**src/rtl/id_ex_stage.sv**
```systemverilog
// rtl/id_ex_stage.sv - ID/EX pipeline register with ALU decode, operand forwarding and hazard detection
// Optional feature macro: FORWARDING_EN (EX/MEM and MEM/WB operand forwarding).
// Without it, operands come straight from the registered values and the
// hazard output widens to cover every in-flight RAW dependency.
module id_ex_stage #(
  parameter int XLEN = 32,
  parameter int REGW = 5
) (
  input  logic            clk,
  input  logic            rst,
  input  logic            id_valid,
  input  logic [XLEN-1:0] id_pc,
  input  logic [XLEN-1:0] id_rs1_data,
  input  logic [XLEN-1:0] id_rs2_data,
  input  logic [XLEN-1:0] id_imm,
  input  logic [REGW-1:0] id_rs1,
  input  logic [REGW-1:0] id_rs2,
  input  logic [REGW-1:0] id_rd,
  input  logic [1:0]      id_alu_op,
  input  logic [2:0]      id_funct3,
  input  logic            id_funct7b5,
  input  logic            id_alu_src,
  input  logic            id_reg_write,
  input  logic            id_mem_read,
  input  logic            id_mem_write,
  input  logic            id_branch,
  input  logic            stall,
  input  logic            flush,
  input  logic [REGW-1:0] exmem_rd,
  input  logic [REGW-1:0] memwb_rd,
  input  logic            exmem_reg_write,
  input  logic            memwb_reg_write,
  input  logic [XLEN-1:0] exmem_result,
  input  logic [XLEN-1:0] memwb_result,
  output logic            ex_valid,
  output logic [XLEN-1:0] ex_pc,
  output logic [XLEN-1:0] ex_alu_a,
  output logic [XLEN-1:0] ex_alu_b,
  output logic [3:0]      ex_alu_control,
  output logic [1:0]      ex_slt_kind,
  output logic [XLEN-1:0] ex_store_data,
  output logic [REGW-1:0] ex_rd,
  output logic [2:0]      ex_funct3,
  output logic            ex_reg_write,
  output logic            ex_mem_read,
  output logic            ex_mem_write,
  output logic            ex_branch,
  output logic            load_use_hazard
);

  logic [XLEN-1:0] rs1_data_q;
  logic [XLEN-1:0] rs2_data_q;
  logic [XLEN-1:0] imm_q;
  logic [REGW-1:0] rs1_q;
  logic [REGW-1:0] rs2_q;
  logic            alu_src_q;
  logic [3:0]      alu_control_d;
  logic [1:0]      slt_kind_d;
  logic [XLEN-1:0] rs1_fwd;
  logic [XLEN-1:0] rs2_fwd;

  // ALU code derived from the ID fields so EX sees a registered control code
  always_comb begin
    alu_control_d = 4'b0010;
    slt_kind_d    = 2'b00;
    case (id_alu_op)
      2'b00: alu_control_d = 4'b0010;
      2'b01: alu_control_d = 4'b0110;
      default: begin
        case (id_funct3)
          3'b000: alu_control_d = (id_alu_op == 2'b10 && id_funct7b5) ? 4'b0110 : 4'b0010;
          3'b111: alu_control_d = 4'b0000;
          3'b110: alu_control_d = 4'b0001;
          3'b100: alu_control_d = 4'b0011;
          3'b001: alu_control_d = 4'b0100;
          // shift-right type comes from bit 30 for both R and I forms
          3'b101: alu_control_d = id_funct7b5 ? 4'b0111 : 4'b0101;
          3'b010: begin
            alu_control_d = 4'b0110;
            slt_kind_d    = 2'b01;
          end
          default: begin
            alu_control_d = 4'b0110;
            slt_kind_d    = 2'b10;
          end
        endcase
      end
    endcase
  end

  // Valid and control bits: reset/flush clear, stall holds, hazard inserts a bubble
  always_ff @(posedge clk) begin
    if (rst || flush) begin
      ex_valid     <= 1'b0;
      ex_reg_write <= 1'b0;
      ex_mem_read  <= 1'b0;
      ex_mem_write <= 1'b0;
      ex_branch    <= 1'b0;
    end else if (!stall) begin
      if (load_use_hazard) begin
        ex_valid     <= 1'b0;
        ex_reg_write <= 1'b0;
        ex_mem_read  <= 1'b0;
        ex_mem_write <= 1'b0;
        ex_branch    <= 1'b0;
      end else begin
        ex_valid     <= id_valid;
        ex_reg_write <= id_reg_write & id_valid;
        ex_mem_read  <= id_mem_read  & id_valid;
        ex_mem_write <= id_mem_write & id_valid;
        ex_branch    <= id_branch    & id_valid;
      end
    end
  end

  // Data fields: reset clears, stall holds, otherwise capture every cycle
  always_ff @(posedge clk) begin
    if (rst) begin
      ex_pc          <= '0;
      rs1_data_q     <= '0;
      rs2_data_q     <= '0;
      imm_q          <= '0;
      rs1_q          <= '0;
      rs2_q          <= '0;
      ex_rd          <= '0;
      alu_src_q      <= 1'b0;
      ex_funct3      <= 3'b000;
      ex_alu_control <= 4'b0010;
      ex_slt_kind    <= 2'b00;
    end else if (!stall) begin
      ex_pc          <= id_pc;
      rs1_data_q     <= id_rs1_data;
      rs2_data_q     <= id_rs2_data;
      imm_q          <= id_imm;
      rs1_q          <= id_rs1;
      rs2_q          <= id_rs2;
      ex_rd          <= id_rd;
      alu_src_q      <= id_alu_src;
      ex_funct3      <= id_funct3;
      ex_alu_control <= alu_control_d;
      ex_slt_kind    <= slt_kind_d;
    end
  end

`ifdef FORWARDING_EN
  // Youngest producer wins; x0 never forwards
  function automatic logic [XLEN-1:0] fwd(input logic [REGW-1:0] idx, input logic [XLEN-1:0] data);
    if (exmem_reg_write && exmem_rd != '0 && exmem_rd == idx)
      return exmem_result;
    else if (memwb_reg_write && memwb_rd != '0 && memwb_rd == idx)
      return memwb_result;
    else
      return data;
  endfunction

  // Operand muxes and load-use check, same cycle
  always_comb begin
    rs1_fwd = fwd(rs1_q, rs1_data_q);
    rs2_fwd = fwd(rs2_q, rs2_data_q);
    load_use_hazard = ex_valid & ex_mem_read & (ex_rd != '0) & id_valid &
                      ((ex_rd == id_rs1) | (ex_rd == id_rs2));
  end
`else
  logic fwd_unused;

  function automatic logic raw(input logic [REGW-1:0] rd, input logic we);
    return we && rd != '0 && (rd == id_rs1 || rd == id_rs2);
  endfunction

  // No bypass: hold ID until every older writer of a source has retired
  always_comb begin
    rs1_fwd    = rs1_data_q;
    rs2_fwd    = rs2_data_q;
    fwd_unused = ^{rs1_q, rs2_q, exmem_result, memwb_result};
    load_use_hazard = id_valid & (raw(ex_rd, ex_reg_write & ex_valid) |
                                  raw(exmem_rd, exmem_reg_write) |
                                  raw(memwb_rd, memwb_reg_write));
  end
`endif

  assign ex_alu_a      = rs1_fwd;
  assign ex_alu_b      = alu_src_q ? imm_q : rs2_fwd;
  assign ex_store_data = rs2_fwd;

endmodule

```
**config.mk**
```make
export PLATFORM = sky130hd
export DESIGN_NAME = id_ex_stage
export DESIGN_NICKNAME = d
export VERILOG_FILES = /design/src/rtl/id_ex_stage.sv
export SDC_FILE = /design/constraint.sdc
export NUM_CORES = 1
export LEC_CHECK = 0
export CAP_MARGIN = 20
export CORE_AREA = 2 2 150 152
export DETAILED_ROUTE_END_ITERATION = 8
export DIE_AREA = 0 0 152 154
export GPL_TIMING_DRIVEN = 0
export SLEW_MARGIN = 30
export SYNTH_ARGS = -nofsm -noshare
export SYNTH_HDL_FRONTEND = slang
export SYNTH_SLANG_ARGS = --single-unit
```
**constraint.sdc**
```tcl
create_clock -name clk -period 2.3 [get_ports clk]
set_input_delay 0.23 -clock clk [delete_from_list [all_inputs] [get_ports clk]]
set_output_delay 0.23 -clock clk [all_outputs]
set_load 0.05 [all_outputs]
```
==> results of run 1 <==
## layer usage
metal | vias up | GRT usage | share of wire
met5 | - | 0 | 0
met4 | 0 | 0.04806 | 0.015
met3 | 22 | 0.08653 | 0.10
met2 | 220 | 0.2977 | 0.47
met1 | 2413 | 0.1970 | 0.41
li1 | 2654 | - | -
## stage by stage
stage / hold WS, ns / instances / total power [mW]
floorplan: 0.3739 / 588 / 3.800
global placement: 0.4440 / 1183 / 4.545
detailed placement: 0.4479 / 1183 / 4.549
CTS: 0.3063 / 1215 / 7.270
global route: 0.3185 / 1215 / 7.482
finish: 0.2866 / 1215 / 7.175
## logic make-up (layout without fill, tap and decap cells)
family,after synthesis,in the layout,synth area share
compound gates,26,26,0.03904
flops,147,147,0.4884
other cells,1,1,0.0006223
mux,167,167,0.2841
simple gates,173,173,0.1134
xor+xnor,30,30,0.04360
buf+inv,44,391,0.03094
## worst paths after layout
kind	startpoint	end	slack (ns)	cells past startpoint
setup / recovery	ex_rd[1]	load_use_hazard	0.1	5
hold / removal	stall	ex_alu_control[1]	0.29	3
hold reg to reg	ex_mem_write	ex_mem_write	0.46	2
setup reg to reg	ex_rd[1]	ex_branch	0.73	4
## power groups by stage
stage                     combinational (mW)  sequential [mW]  clock (mW)
after floorplan                        0.580             3.22           0
after global placement                  1.70             2.84           0
after detailed placement                1.71             2.84           0
after CTS                               1.69             2.79        2.79
after global routing                    1.76             2.81        2.91
final                                   1.67             2.79        2.72
## sequential cells by signal, summed over array words and instances, names as in the netlist
signal and cells:
ex_slt_kind 2, ex_mem_write 1, ex_valid 1, alu_src_q 1, ex_reg_write 1, imm_q 32, ex_funct3 3, ex_rd 5
ex_mem_read 1, ex_alu_a 32, ex_pc 32, ex_alu_control 3, ex_branch 1, ex_store_data 32
## worst max-delay path, delay by kind of cell, from the launching register on
kind	cells	cell delay, ns
buffers and inverters	1	0.19
AO/OA/AOI/OAI	2	0.40
AND/OR/NAND/NOR	2	0.63
flip-flops	1	0.35
## cell type report
| type | instances | area (um2) | share of cell area |
|---|---|---|---|
| plain buffers | 36 | 167.7 | 0.01663 |
| clock buffers | 18 | 429.2 | 0.04257 |
| clock inverters | 14 | 141.4 | 0.01403 |
| inverters | 7 | 26.28 | 0.002606 |
| multi-input cells | 397 | 2897 | 0.2873 |
| flip-flops and latches | 147 | 2948 | 0.2924 |
| well taps | 280 | 350.3 | 0.03475 |
| repair buffers | 316 | 3122 | 0.3097 |
## cell usage after synthesis, types with 3 or more instances
cell type  number
mux2i_1       135
xor2_1         30
mux2_2         32
o21ai_1         3
a21oi_1         5
dfxtp_1       147
clkbuf_1       21
buf_2          14
nand2_1        13
nor2_1        146
o31ai_2         4
nor3_1          7
inv_1           6
## repair_timing
item                       4_1_cts  5_1_grt
setup buffers                    1        0
resized for setup               41        5
pin swaps                        1        0
setup endpoints to repair       33        1
==> metrics.cfg, run 1 <==
[outcome]
status = completed

[floorplanning]
die_w_um = 152
fp.dieArea_um2 = 23410
row_count = 54
io_pins = 383
die_h_um = 154
core-area_um2 = 21690
start_util = 0.2778

[sta]
tightest_slew_ns = 0.6159
final-setup-viol-count = 0
fin_crit_sh = 0.9576
final-max-slew-violation-count = 0
layout_setup_ws_ns = 0.09750
fmax_mhz = 454.0
hold_viol_final = 0
rsz0062_at_grt = no
finalSetupTns_ns = 0
fin_worst_skew_ns = 0.005330
finalWorstPathRequiredPeriod_ns = 2.202
slew_headroom = 0.5881

[worst_setup_path]
critical-path-max-stage-delay_ns = 0.56
cp.required_ns = 2.07
critPathArrivalTime_ns = 1.97
startpoint_type = register
critPathKind = register to output pin
cp_slowest_cell = or4_4
crit_fanout = 5
crit_chain = or4_4 -> o211ai_4 -> nor2_1 -> o21a_1 -> buf_4
end_kind = output pin

[clock_tree]
worstSkewPairLatency_ns = 0.42
cts_tree = done
cts_buffers = 17
htree_levels = 4
cts-hold-fix-buffers = 0
cts_max_path_buffers = 2
root_buffer = clkbuf_16
clk_pin_slew_ns = 0.06
clock_sinks = 147

[routing]
avgRoutedWirePerCell_um = 17.01
drt-vias-per-instance = 4.370
dr_total_vias = 5309
postRouteAntennaNets = 0
wl_mm = 20.67
drt_iter0_markers = 185
first_pass_iters = 4
drc = 0

[power_and_ir_drop]
ir_drop_mv = 0.4685
power_switching_mw = 2.253
power.density_nw_per_um2 = 711.7
p_seq_frac = 0.389
sw_frac_of_total = 0.3140
power.share.combinational = 0.232
p_int_mw = 4.922
p_leak_nw = 4.364
p_clk_frac = 0.379

[placed_design]
hpwl_mm = 16.02
portBuffers = 315
placed_area_um2 = 9529
place_congestion = 0.7799
post-place-ws_ns = -0.5793

[finish]
final_common_cell = clkdlybuf4s50_1
antennaDiodeCount = 0
design_area_um2 = 10080
drive_above_1_share = 0.1037
nNetsFinal = 1157
final_cell_mix = clkdlybuf4s50_1 (285), nor2_1 (146), dfxtp_1 (143)
post-route-util = 0.4648
num-fill-cells = 2132
syn_to_final_growth_pct = 67.30

[logic_synthesis]
synth_nets = 823
synth_edf_count = 0
synth.distinct_cells = 34
synth_area_leaders = dfxtp_1 (49%), mux2i_1 (22%), nor2_1 (9.1%)
synth_seq_cells = 147
dominantRegCellSynth = dfxtp_1
synthCells = 588
async_reset_ff_frac = 0
syn_area_per_cell_um2 = 10.25
synth-seq-area-share = 0.4884
synth_top_area_share = 0.4884
synth_warnings = 0
synth.cell_area_um2 = 6026
synth_largest_area_cell = dfxtp_1

[global_routing]
grt_pass1_wl_mm = 32.11
grt_max_degree = 17
antenna_found_initial = 0
grt_usage = 0.1759
grt_pass1_vias = 5629
grt_overflow_total = 0

[hold_path]
hold_class = input pin to register

[job]
cap_viol_max_count = 0

Power figures use the tool's default switching activity.
==> inputs of run 2 (changes only) <==
- CTS_CLUSTER_DIAMETER: default -> 50
- PLACE_DENSITY: default -> 0.69
==> metrics.cfg, run 2 (synthesis gave the netlist of run 1 again) <==
[outcome]
status = completed

[sta]
tightest_slew_ns = 0.7297
fin_worst_skew_ns = 0.003103
finalWorstPathRequiredPeriod_ns = 2.236
fin_crit_sh = 0.9721
finalSetupTns_ns = 0
rsz0062_at_grt = no
hold_viol_final = 0
fin_hold_ws_ns = 0.2843
final-max-slew-violation-count = 0
final-setup-viol-count = 0
layout_setup_ws_ns = 0.06428
fmax_mhz = 447.3
slew_headroom = 0.5135

[finish]
num-fill-cells = 2118
multi_input_area_um2 = 2897
drive_above_1_share = 0.1028
design_area_um2 = 10080
syn_to_final_growth_pct = 67.25
seqCellArea_um2 = 2944
final_common_cell = clkdlybuf4s50_1
antennaDiodeCount = 0
nNetsFinal = 1157
final_cell_mix = clkdlybuf4s50_1 (285), nor2_1 (146), dfxtp_1 (146)

[power_and_ir_drop]
power_switching_mw = 2.170
p_leak_nw = 4.369
power.density_nw_per_um2 = 714.0
sw_frac_of_total = 0.3015
power.total_mw = 7.196
power.share.combinational = 0.231
ir_drop_mv = 0.4522
p_clk_frac = 0.381
p_int_mw = 5.026
p_seq_frac = 0.388

[routing]
first_pass_iters = 4
drt-vias-per-instance = 4.408
drt_iter0_markers = 141
drc = 0
postRouteAntennaNets = 0
wl_mm = 20.09
avgRoutedWirePerCell_um = 16.55
dr_total_vias = 5351

[worst_setup_path]
startpoint_type = register
r2r_start = ex_rd[2]
critPathArrivalTime_ns = 2.01
critPathKind = register to output pin
end_kind = output pin
reg2reg_depth = 4
crit_chain = or4_4 -> o211ai_4 -> nor2_1 -> o21a_1 -> buf_4
crit_fanout = 5
rrSetupSlack_ns = 0.69
cp_slowest_cell = or4_4
critical-path-max-stage-delay_ns = 0.55
timing.rr.end = ex_mem_write
cp.required_ns = 2.07

[global_routing]
antenna_found_initial = 0
grt_pass1_vias = 5547
grt_max_degree = 17
grt_usage = 0.1703
grt_overflow_total = 0
grt_pass1_wl_mm = 31.02

[floorplanning]
die_w_um = 152
row_count = 54
io_pins = 383
core-area_um2 = 21690
start_util = 0.2778
fp.dieArea_um2 = 23410
die_h_um = 154

[placed_design]
placed_area_um2 = 9529
hpwl_mm = 15.60
post-place-ws_ns = -0.6137
portBuffers = 315
place_congestion = 0.7715

[hold_path]
whs_endpoint = ex_alu_control[1]
hold_class = input pin to register
worstHoldPathCells = 3
min-delay-start = stall

[clock_tree]
worstSkewPairLatency_ns = 0.41
cts_tree = done
cts_max_path_buffers = 2
cts-hold-fix-buffers = 0
clk_pin_slew_ns = 0.06
htree_levels = 4
clock_sinks = 147
root_buffer = clkbuf_16
cts_buffers = 17

[job]
cap_viol_max_count = 0

==> run 2: worst max-delay path by stage <==
stage | from | to | slack (ns)
floorplan | ex_rd[0] | load_use_hazard | 0.33
global placement | id_rs2[0] | load_use_hazard | -0.61
detailed placement | id_rs2[0] | load_use_hazard | -0.61
CTS | ex_rd[2] | load_use_hazard | 0.00007
global route | ex_rd[2] | load_use_hazard | 0.0002
finish | ex_rd[2] | load_use_hazard | 0.06
==> run 2: final cells by class <==
cell class	count	share of cell area
Clock inverter	12	0.01328
Inverter	7	0.002607
Timing Repair Buffer	316	0.3086
Multi-Input combinational cell	397	0.2874
Buffer	36	0.01726
Tap cell	280	0.03476
Clock buffer	19	0.04395
Sequential cell	147	0.2921
==> run 2: metal layers <==
layer,part of all wire,GRT usage,vias up,wire length [um]
li1,-,-,2651,-
met5,0,0,-,0
met1,0.41,0.1871,2448,8232
met4,0.020,0.05785,0,401
met2,0.48,0.2986,234,9719
met3,0.086,0.06905,18,1734
==> run 2: power groups by stage <==
stage	Sequential, mW	Clock (mW)	Combinational (mW)
after floorplan	3.22	0	0.580
after global placement	2.84	0	1.70
after detailed placement	2.84	0	1.70
after CTS	2.79	2.81	1.68
after global routing	2.81	2.91	1.76
final	2.79	2.74	1.67
==> run 2: stage by stage <==
step,utilization,cells
after floorplan,-,588
after global placement,0.4394,1183
after detailed placement,0.4394,1183
after CTS,0.4650,1214
after global routing,0.4647,1214
final,0.4647,1214
==> run 2: critical path: cells and delay by family, from the launching register on <==
kind	cells	cell delay (ns)
AND/OR/NAND/NOR	2	0.61
flip-flops	1	0.37
AO/OA/AOI/OAI	2	0.42
buffers and inverters	1	0.19
==> run 2: repair_timing <==
action                     in CTS  in global routing
setup endpoints to repair      33                  4
buffers inserted                1                  0
resized for setup              41                  9
pin swaps                       1                  0
